`src/rtl/load_store_unit.sv`:
```
// load_store_unit: data-memory responder between the decode/control stage and a 32-bit
// byte-lane memory bus with a valid/ready handshake.
//
// A request (load or store) is accepted in IDLE. The access goes out as one word-aligned
// bus beat, or two beats when it crosses a word boundary. Load results come back
// lane-aligned and zero/sign extended. The core is stalled until the access completes.
//
// Parameters:
//   TIMEOUT_CYCLES - bus-wait cycles per beat before the access is aborted (0 = never)
//   SIZE_W         - width of req_size
//
// Ports:
//   clock, reset             - core clock, asynchronous active-high reset
//   req_valid/write/size/unsigned/addr/wdata - per-instruction memory request
//   stall                    - hold PC/pipeline while the access is in flight
//   load_valid, load_data    - one-cycle pulse with the extended load result (data held)
//   err                      - one-cycle pulse when a beat times out
//   misalign                 - only with LSU_MISALIGN_TRAP_EN: one-cycle pulse on a trapped
//                              misaligned request
//   bus_valid/ready/addr/we/be/wdata/rdata - memory bus beat interface
//
// Optional feature: define LSU_MISALIGN_TRAP_EN to trap misaligned requests instead of
// splitting them into two beats.
module load_store_unit #(
  parameter int unsigned TIMEOUT_CYCLES = 255,
  parameter int unsigned SIZE_W         = 2
) (
  input  logic              clock,
  input  logic              reset,
  input  logic              req_valid,
  input  logic              req_write,
  input  logic [SIZE_W-1:0] req_size,
  input  logic              req_unsigned,
  input  logic [31:0]       req_addr,
  input  logic [31:0]       req_wdata,
  output logic              stall,
  output logic              load_valid,
  output logic [31:0]       load_data,
  output logic              err,
`ifdef LSU_MISALIGN_TRAP_EN
  output logic              misalign,
`endif
  output logic              bus_valid,
  input  logic              bus_ready,
  output logic [31:0]       bus_addr,
  output logic              bus_we,
  output logic [3:0]        bus_be,
  output logic [31:0]       bus_wdata,
  input  logic [31:0]       bus_rdata
);

  typedef enum logic [1:0] {StIdle, StBeat1, StBeat2, StDone} state_e;

  // Decoded size: 0 = byte, 1 = half, 2 = word
  localparam logic [1:0] SzByte = 2'd0;
  localparam logic [1:0] SzHalf = 2'd1;

  state_e      state_q, state_d;
  logic        valid_q, valid_d;
  logic        we_q, we_d;
  logic [3:0]  be_q, be_d;
  logic [31:0] addr_q, addr_d;
  logic [31:0] wdata_q, wdata_d;
  logic [3:0]  be2_q, be2_d;
  logic [31:0] wdata2_q, wdata2_d;
  logic        split_q, split_d;
  logic [1:0]  off_q, off_d;
  logic [1:0]  size_q, size_d;
  logic        uns_q, uns_d;
  logic        write_q, write_d;
  logic [31:0] rdata1_q, rdata1_d;
  logic [31:0] cnt_q, cnt_d;
  logic        load_valid_q, load_valid_d;
  logic [31:0] load_data_q, load_data_d;
  logic        err_q, err_d;
`ifdef LSU_MISALIGN_TRAP_EN
  logic        misalign_q, misalign_d;
`endif

  // Request decode
  logic [1:0]  req_sz;
  logic [3:0]  base_mask;
  logic [6:0]  mask7;
  logic        req_split;
  logic [63:0] wdata_sh;

  always_comb begin
    req_sz = 2'd2;
    if (req_size == '0) begin
      req_sz = SzByte;
    end else if (req_size == SIZE_W'(1)) begin
      req_sz = SzHalf;
    end
    case (req_sz)
      SzByte:  base_mask = 4'b0001;
      SzHalf:  base_mask = 4'b0011;
      default: base_mask = 4'b1111;
    endcase
    mask7     = {3'b000, base_mask} << req_addr[1:0];
    req_split = |mask7[6:4];
    // Low half feeds beat 1, high half feeds beat 2 of a split store
    wdata_sh  = {32'h0, req_wdata} << {req_addr[1:0], 3'b000};
  end

  // Load result from the final beat: beat 1 word alone, or beat 2 word above beat 1 word
  logic [31:0] fin_win;
  logic [31:0] ld_ext;

  always_comb begin
    if (state_q == StBeat2) begin
      fin_win = 32'({bus_rdata, rdata1_q} >> {off_q, 3'b000});
    end else begin
      fin_win = 32'({32'h0, bus_rdata} >> {off_q, 3'b000});
    end
    case (size_q)
      SzByte:  ld_ext = {{24{fin_win[7] & ~uns_q}}, fin_win[7:0]};
      SzHalf:  ld_ext = {{16{fin_win[15] & ~uns_q}}, fin_win[15:0]};
      default: ld_ext = fin_win;
    endcase
  end

  logic waiting;

  always_comb begin
    state_d      = state_q;
    valid_d      = valid_q;
    we_d         = we_q;
    be_d         = be_q;
    addr_d       = addr_q;
    wdata_d      = wdata_q;
    be2_d        = be2_q;
    wdata2_d     = wdata2_q;
    split_d      = split_q;
    off_d        = off_q;
    size_d       = size_q;
    uns_d        = uns_q;
    write_d      = write_q;
    rdata1_d     = rdata1_q;
    cnt_d        = cnt_q;
    load_valid_d = 1'b0;
    load_data_d  = load_data_q;
    err_d        = 1'b0;
`ifdef LSU_MISALIGN_TRAP_EN
    misalign_d   = 1'b0;
`endif
    waiting      = 1'b0;

    unique case (state_q)
      StIdle: begin
        if (req_valid) begin
          off_d    = req_addr[1:0];
          size_d   = req_sz;
          uns_d    = req_unsigned;
          write_d  = req_write;
          split_d  = req_split;
          be2_d    = {1'b0, mask7[6:4]};
          wdata2_d = wdata_sh[63:32];
          cnt_d    = '0;
`ifdef LSU_MISALIGN_TRAP_EN
          if (req_split) begin
            misalign_d = 1'b1;
            state_d    = StDone;
          end else begin
`endif
            valid_d = 1'b1;
            addr_d  = {req_addr[31:2], 2'b00};
            be_d    = mask7[3:0];
            wdata_d = wdata_sh[31:0];
            we_d    = req_write;
            state_d = StBeat1;
`ifdef LSU_MISALIGN_TRAP_EN
          end
`endif
        end
      end

      StBeat1: begin
        if (bus_ready) begin
          if (split_q) begin
            rdata1_d = bus_rdata;
            addr_d   = addr_q + 32'd4;  // wraps past 0xFFFF_FFFC
            be_d     = be2_q;
            wdata_d  = wdata2_q;
            cnt_d    = '0;
            state_d  = StBeat2;
          end else begin
            valid_d = 1'b0;
            we_d    = 1'b0;
            be_d    = 4'h0;
            state_d = StDone;
            if (!write_q) begin
              load_valid_d = 1'b1;
              load_data_d  = ld_ext;
            end
          end
        end else begin
          waiting = 1'b1;
        end
      end

      StBeat2: begin
        if (bus_ready) begin
          valid_d = 1'b0;
          we_d    = 1'b0;
          be_d    = 4'h0;
          state_d = StDone;
          if (!write_q) begin
            load_valid_d = 1'b1;
            load_data_d  = ld_ext;
          end
        end else begin
          waiting = 1'b1;
        end
      end

      StDone: begin
        // A request seen here is the stale instruction that just completed
        state_d = StIdle;
      end

      default: state_d = StIdle;
    endcase

    // Per-beat wait budget; an abort leaves any already-written first beat in place
    if (waiting) begin
      if (TIMEOUT_CYCLES != 0 && cnt_q == TIMEOUT_CYCLES - 1) begin
        valid_d     = 1'b0;
        we_d        = 1'b0;
        be_d        = 4'h0;
        err_d       = 1'b1;
        load_data_d = '0;
        state_d     = StDone;
      end else begin
        cnt_d = cnt_q + 32'd1;
      end
    end
  end

  always_ff @(posedge clock or posedge reset) begin
    if (reset) begin
      state_q      <= StIdle;
      valid_q      <= 1'b0;
      we_q         <= 1'b0;
      be_q         <= 4'h0;
      addr_q       <= '0;
      wdata_q      <= '0;
      be2_q        <= 4'h0;
      wdata2_q     <= '0;
      split_q      <= 1'b0;
      off_q        <= 2'd0;
      size_q       <= 2'd0;
      uns_q        <= 1'b0;
      write_q      <= 1'b0;
      rdata1_q     <= '0;
      cnt_q        <= '0;
      load_valid_q <= 1'b0;
      load_data_q  <= '0;
      err_q        <= 1'b0;
`ifdef LSU_MISALIGN_TRAP_EN
      misalign_q   <= 1'b0;
`endif
    end else begin
      state_q      <= state_d;
      valid_q      <= valid_d;
      we_q         <= we_d;
      be_q         <= be_d;
      addr_q       <= addr_d;
      wdata_q      <= wdata_d;
      be2_q        <= be2_d;
      wdata2_q     <= wdata2_d;
      split_q      <= split_d;
      off_q        <= off_d;
      size_q       <= size_d;
      uns_q        <= uns_d;
      write_q      <= write_d;
      rdata1_q     <= rdata1_d;
      cnt_q        <= cnt_d;
      load_valid_q <= load_valid_d;
      load_data_q  <= load_data_d;
      err_q        <= err_d;
`ifdef LSU_MISALIGN_TRAP_EN
      misalign_q   <= misalign_d;
`endif
    end
  end

  // Stall is combinational in IDLE so the core holds on the request cycle itself
  assign stall      = (state_q == StIdle && req_valid) || state_q == StBeat1 ||
                      state_q == StBeat2;
  assign load_valid = load_valid_q;
  assign load_data  = load_data_q;
  assign err        = err_q;
`ifdef LSU_MISALIGN_TRAP_EN
  assign misalign   = misalign_q;
`endif
  assign bus_valid  = valid_q;
  assign bus_addr   = addr_q;
  assign bus_we     = we_q;
  assign bus_be     = be_q;
  assign bus_wdata  = wdata_q;

endmodule

```
`config.mk`:
```
export PLATFORM = sky130hd
export DESIGN_NAME = load_store_unit
export DESIGN_NICKNAME = d
export VERILOG_FILES = /design/src/rtl/load_store_unit.sv
export SDC_FILE = /design/constraint.sdc
export NUM_CORES = 1
export LEC_CHECK = 0
export CORE_MARGIN = 1
export CORE_UTILIZATION = 45
export CTS_CLUSTER_DIAMETER = 80
export DETAILED_ROUTE_END_ITERATION = 16
export PLACE_DENSITY = 0.78
export SLEW_MARGIN = 0
export SYNTH_ARGS = -nofsm -noshare
export SYNTH_HDL_FRONTEND = slang
export SYNTH_SLANG_ARGS = --single-unit
```
`constraint.sdc`:
```
create_clock -name clock -period 14.8 [get_ports clock]
set_input_delay 2.96 -clock clock [delete_from_list [all_inputs] [get_ports clock]]
set_output_delay 2.96 -clock clock [all_outputs]
set_load 0.01 [all_outputs]
```
# Word level (Yosys, flattened, before mapping)
# Cells that the tools add are included.
# word_totals
ram_bits,0
memories,0
input_bits,104
out_inout_bits,105
mem_bits_ro,0
elab_cells,113
regBits,212
latch_bits,0
# op_classes
shift,4
reduce_logical,13
multipliers,0
div_mod_pow,0
n_lt_le_gt_ge,0
n_mux,63
bitwise_logic,3
addsub,2
eq_ne,10
# op_table
op,n
32-bit 2-to-1 mux,18
32-bit one-hot mux with 2 select lines,5
32-bit by 5-bit << shifter with 64-bit output,1
64-bit by 5-bit right shift with 32-bit output,1
32-bit by 1-bit adder with 32-bit output (second input constant),1
32-bit by 3-bit adder with 32-bit output (second input constant),1
32-bit by 8-bit == test with 1-bit output (second input constant),1
32-bit by 5-bit right shift with 32-bit output,1
1-bit 2-to-1 mux,21
4-bit 2-to-1 mux,5
2-bit 2-to-1 mux,7
4-bit one-hot mux with 3 select lines,1
2-bit by 1-bit == test with 1-bit output (second input constant),4
2-bit logical NOT,4
2-bit one-hot mux with 4 select lines,1
4-bit one-hot mux with 2 select lines,1
4-bit by 2-bit << shifter with 7-bit output,1
2-bit != test (second input constant),3
1-bit one-hot mux with 3 select lines,2
2-bit == test (second input constant),2
4-bit AND reduction,1
3-bit 2-to-1 mux,1
3-bit AND reduction,1
3-bit OR reduction,1
other kinds (8),10

# Longest topological paths before layout
# Gate-level depths: netlist of run 1.
# logic_depth
word_depth,10
depth_mapped,10

# Worst setup path after synthesis of run 1
# OpenSTA, ideal clock, no wires.
# synth_path
kind,input-to-output
start,input port req_valid
end,output port stall
path_buffers,2
setup_slack_ps,8108
stages,4
t_arrival_ps,3732
path_cell_list,nand2_1 clkbuf_1 buf_1 nand2_1
# synth_between
elab_chain_len,3
# synth_rtl
item,line,rtl
start: declaration,30,"input logic req_valid,"
1-bit logical AND,288,assign stall = (state_q == StIdle && req_valid) || state_q == StBeat1 ||
1-bit logical OR (2 in a row),288,
end: declaration,36,"output logic stall,"
# No other way between the ends.

# Worst setup path in the final report of run 1
# Same ends and word-level chain as after synthesis.

==> impl_metrics.ini, run 1 <==
[placement]
dp_hpwl_mm = 22.9
dp_cells = 1742
io_buffers = 206
gp_congestion = 0.903
placed_cell_area_um2 = 13600

[min_path]
timing.hold.worst.start = wdata2_q[4]
whs_path_depth = 2
min_to = wdata2_q[4]
hold_class = reg2reg

[clocking]
htree_num_levels = 1
post_cts_resized = 0
path_clk_slew_ns = 0.06
insertion_delay_ns = 0.52
root_buffer = clkbuf_16
clock-sinks = 202
cts_tree = built
post_cts_buffers = 0
numCtsBuffers = 23
cts_hold_buffers = 0
cts_buffer_depth = 3

[detailed_routing]
ant_nets = 0
drt_iter0_markers = 1174
drtPass1Iterations = 6
num_vias = 10900
avgRoutedWirePerCell_um = 18.8
finalWirelength_mm = 33.6
viasPerCell = 6.08
drc = 0

[global_route]
grt_use_met2_pct = 41.4
grt_pass1_vias = 10200
grt_start_max_net_pins = 126
gr-usage-met3_pct = 3.24
busiest_layer = met2
antenna_found_initial = 1
grt_pass1_wl_mm = 54.5
grtUsageMet1_pct = 35.4
grt_usage_pct = 25.7
grt-ovfl-total = 0

[yosys]
synth_seq_area_share_pct = 44.2
synth-compound-area-share_pct = 19.6
synthTopCellsByArea = dfrtp_1 44%, nand2_1 7.5%, mux2i_1 4.3%, nor2_1 3.8%, o21ai_0 3.6%
avgSynthCellArea_um2 = 8.80
synthMuxAreaShare_pct = 9.06
yosys_warnings = 0
synth_xor_area_share_pct = 0.537
synth-adder-area-share_pct = 0.876
synth-edff-count = 0
async_reset_ff_share_pct = 100
synth_cells = 1298
synth-main-ff-cell = dfrtp_1
yosys.area.top_type = dfrtp_1
synth_top_family_by_area = simple AND/OR/NAND/NOR gates
synth_top_area_share_pct = 44.2
synth-seq-cells = 202
synthesis.area_um2 = 11400
synthSimpleGateAreaFrac_pct = 21.5
ys_types = 63

[timing]
maxSlewViolCount = 0
rsz0062_at_grt = no
hold_violations = 0
worst_clock_skew_ns = 0.0150
fin_crit_sh_pct = 50.6
period_minus_slack_ns = 7.49
tightest_slew_ns = 1.37
finalSetupViolCount = 0
max_freq_ghz = 0.134
finalSetupTns_ns = 0
slew_headroom_pct = 8.07

[critical_path]
r2r_cells = 9
critical_path_peak_fanout = 39
crit_path_end_kind = primary output
worstReg2RegEnd = bus_addr[26]
reg2reg_slack_ns = 10.99
r2r_start = state_q[1]
worstPathRequired_ns = 11.84
critPathKind = in2out
arrival_ns = 4.53
worstSetupStartpointType = primary input

[floorplan]
start_util_pct = 46.4
io_pins = 209
coreArea_um2 = 24600
die_y_um = 161
die_w_um = 161
dieArea_um2 = 26000
row_count = 57

[final_layout]
final_common_cell = nand2_1
syn2layout_area_growth_pct = 26.7
fillCellCount = 2123
final_cell_area_um2 = 14500
fin_util_pct = 58.8
drive_above_1_share_pct = 7.53
final_cell_mix = 227 x nand2_1, 206 x clkdlybuf4s50_1, 201 x dfrtp_1, 113 x nor2_1, 82 x o21ai_0
finish.net_count = 1555
stdcell_count = 1785

[power]
switching_share_pct = 41.0
p_per_area_nw_per_um2 = 205
p_seq_share_pct = 32.3
p_int_mw = 1.75
clockPowerShare_pct = 21.0
p_leak_nw = 6.22
ir_drop_uv = 160
p_comb_share_pct = 46.7
switchingPower_mw = 1.21

[run]
drv.max_cap_violation_count = 0

[run_status]
outcome = completed
## how the worst max path moves through the flow
stage,startpoint,end,slack (ns),depth (start not counted)
finish,req_valid,stall,7.31,5
global route,req_valid,stall,7.23,5
CTS,req_valid,stall,7.31,5
detailed placement,req_valid,stall,7.32,5
global placement,req_valid,stall,7.32,5
floorplan,reset,be2_q[0],6.33,1
## metal layers
layer / wire length (um) / share of wire [%]
met1: 14300 / 43
met2: 16000 / 48
met4: 1210 / 3.6
met3: 2100 / 6.2
met5: 0 / 0
## synth_stat cells (all sizes together) (23+ instances only)
cell type,n
nand2,227
dfrtp,202
nor2,116
o21ai,83
a21oi,77
clkbuf,76
nand3,50
mux2i,49
nor3,31
buf,27
and3,24
o22ai,24
a221oi,23
## power by group through the flow
| stage | logic (mW) | registers, mW | clock network [mW] |
|---|---|---|---|
| after global placement | 1.34 | 0.953 | 0 |
| after global routing | 1.51 | 0.988 | 0.651 |
| final | 1.38 | 0.958 | 0.621 |
| after CTS | 1.38 | 0.954 | 0.629 |
| after detailed placement | 1.37 | 0.962 | 0 |
| after floorplan | 0.849 | 0.945 | 0 |
## layout make-up
class	count	area [um2]	share of cell area, %
flip-flops and latches	202	5060	34.9
well taps	324	405	2.80
inverters	17	71.3	0.493
multi-input cells	977	5930	41.0
clock buffers	29	638	4.41
repair buffers	222	2180	15.1
clock inverters	13	189	1.30
diodes	1	2.50	0.0173
## logic make-up after synthesis
logic type,after synthesis
adders and majority gates,8
other,1
buffers and inverters,120
muxes,84
and+or+nand+nor,535
DFF,202
AOI/OAI and AO/OA,341
xor gates and xnor gates,7
## sequential cells by signal, summed over array words and instances (netlist names), 3 cells and up
register / cells
be2_q: 3
wdata2_q: 24
bus_wdata: 32
bus_be: 4
bus_addr: 30
cnt_q: 32
load_data: 32
rdata1_q: 32
## through the flow
step	hold slack (ns)	total power [mW]	setup WS [ns]
after global placement	0.451	2.29	7.32
after CTS	0.472	2.96	7.31
after detailed placement	0.458	2.33	7.32
after floorplan	0.439	1.79	6.33
final	0.473	2.96	7.31
after global routing	0.495	3.15	7.23
## worst max-delay path: stages
cell	delay (ns)
clkdlybuf4s50_1	0.49
nand2_1	0.10
buf_4	0.38
nand2_1	0.09
clkdlybuf4s50_1	0.50
Power figures use the tool's default switching activity.
==> run 2: changes to the inputs <==
- PLACE_DENSITY: 0.78 -> 0.81
- clock period: 14.8 -> 6.43 ns (I/O delays scaled with it)
==> impl_metrics.ini, run 2 (same netlist as run 1, synthesis figures left out) <==
[floorplan]
dieArea_um2 = 26000
die_w_um = 161
io_pins = 209
die_y_um = 161
row_count = 57
coreArea_um2 = 24600
start_util_pct = 46.4

[clocking]
insertion_delay_ns = 0.53
cts_buffer_depth = 3
root_buffer = clkbuf_16
post_cts_resized = 0
clock-sinks = 202
path_clk_slew_ns = 0.06
cts_hold_buffers = 0
numCtsBuffers = 24
post_cts_buffers = 0
htree_num_levels = 1
cts_tree = built

[critical_path]
worstPathCellList = clkdlybuf4s50_1, nand2_1, buf_4, nand2_1, clkdlybuf4s50_1
r2r_start = state_q[1]
arrival_ns = 2.89
worstSetupStartpointType = primary input
reg2reg_slack_ns = 2.87
worstPathRequired_ns = 5.14
slowest_delay_ns = 0.51
worstReg2RegEnd = bus_addr[31]
critical_path_peak_fanout = 39
critPathSlowestCell = clkdlybuf4s50_1
r2r_cells = 8
startpoint = req_valid
critPathKind = in2out
crit_path_end_kind = primary output
endpoint = stall

[global_route]
antenna_found_initial = 3
grt-ovfl-total = 0
grt_pass1_wl_mm = 54.9
grt_pass1_vias = 10400
grt_usage_pct = 26.0
grt_start_max_net_pins = 159

[timing]
hold_violations = 0
worst_clock_skew_ns = 0.0258
finalSetupViolCount = 0
period_minus_slack_ns = 4.18
max_freq_ghz = 0.239
maxSlewViolCount = 0
slew_headroom_pct = 25.3
tightest_slew_ns = 1.12
hold_ws_ns = 0.474
finalSetupTns_ns = 0
finalWorstSetupSlack_ns = 2.25
fin_crit_sh_pct = 65.0
rsz0062_at_grt = no

[min_path]
hold_class = reg2reg

[placement]
placed_cell_area_um2 = 13700
io_buffers = 206
dp_hpwl_mm = 23.4
gp_congestion = 0.903
post-place-ws_ns = 2.06
dp_cells = 1745

[power]
ir_drop_uv = 340
p_total_mw = 6.78
p_per_area_nw_per_um2 = 468
p_leak_nw = 6.22

[final_layout]
drive_above_1_share_pct = 7.65
final_cell_area_um2 = 14500
fillCellCount = 2135
final_common_cell = nand2_1
stdcell_count = 1792
finish.net_count = 1559
syn2layout_area_growth_pct = 26.8
final_cell_mix = 227 x nand2_1, 206 x clkdlybuf4s50_1, 201 x dfrtp_1, 113 x nor2_1, 82 x o21ai_0
fin_util_pct = 58.9

[detailed_routing]
ant_nets = 0
num_vias = 11000
drt_iter0_markers = 1250
drtPass1Iterations = 6
avgRoutedWirePerCell_um = 19.2
viasPerCell = 6.14
drc = 0
finalWirelength_mm = 34.3

[run]
drv.max_cap_violation_count = 0

[run_status]
outcome = completed
[run 2: cell count changes in the layout (fill, tap and decap cells not counted), moves of 3 or more]
cell and delta:
clkinv_2 -3, clkbuf_1 +3, bufinv_16 -3, clkbuf_8 +3, clkinv_4 +3
[run 2: critical path, delay by kind of cell]
kind                   cells  cell delay (ns)
buffers and inverters      3             1.38
and+or+nand+nor            2             0.21
[run 2: cell type report]
class	count	area, um2	area share (%)
well taps	324	405	2.80
clock inverters	8	87.6	0.604
multi-input cells	977	5930	40.9
flip-flops and latches	202	5060	34.9
repair buffers	225	2220	15.3
clock buffers	36	716	4.94
inverters	17	67.6	0.466
diodes	3	7.51	0.0518
[run 2: power breakdown]
part	total [mW]	switching [mW]	internal, mW
combinational	3.25	1.85	1.40
clock	1.36	0.546	0.812
sequential	2.17	0.413	1.76
total	6.78	2.81	3.97
[run 2: worst min path at each step]
stage	start	end	slack (ns)	depth (start not counted)
6_report	rdata1_q[25]	rdata1_q[25]	0.47	2
5_1_grt	rdata1_q[27]	rdata1_q[27]	0.49	2
4_1_cts	wdata2_q[5]	wdata2_q[5]	0.47	2
3_5_place_dp	wdata2_q[5]	wdata2_q[5]	0.46	2
3_3_place_gp	wdata2_q[5]	wdata2_q[5]	0.45	2
2_1_floorplan	wdata2_q[1]	wdata2_q[1]	0.44	2
[run 2: layer usage]
metal | vias to the layer above | track usage [%] | routed length (um)
met4 | 0 | 12.3 | 1550
li1 | 5041 | - | -
met2 | 557 | 41.6 | 16200
met1 | 5302 | 35.2 | 14300
met5 | - | 0 | 0
met3 | 101 | 3.49 | 2290
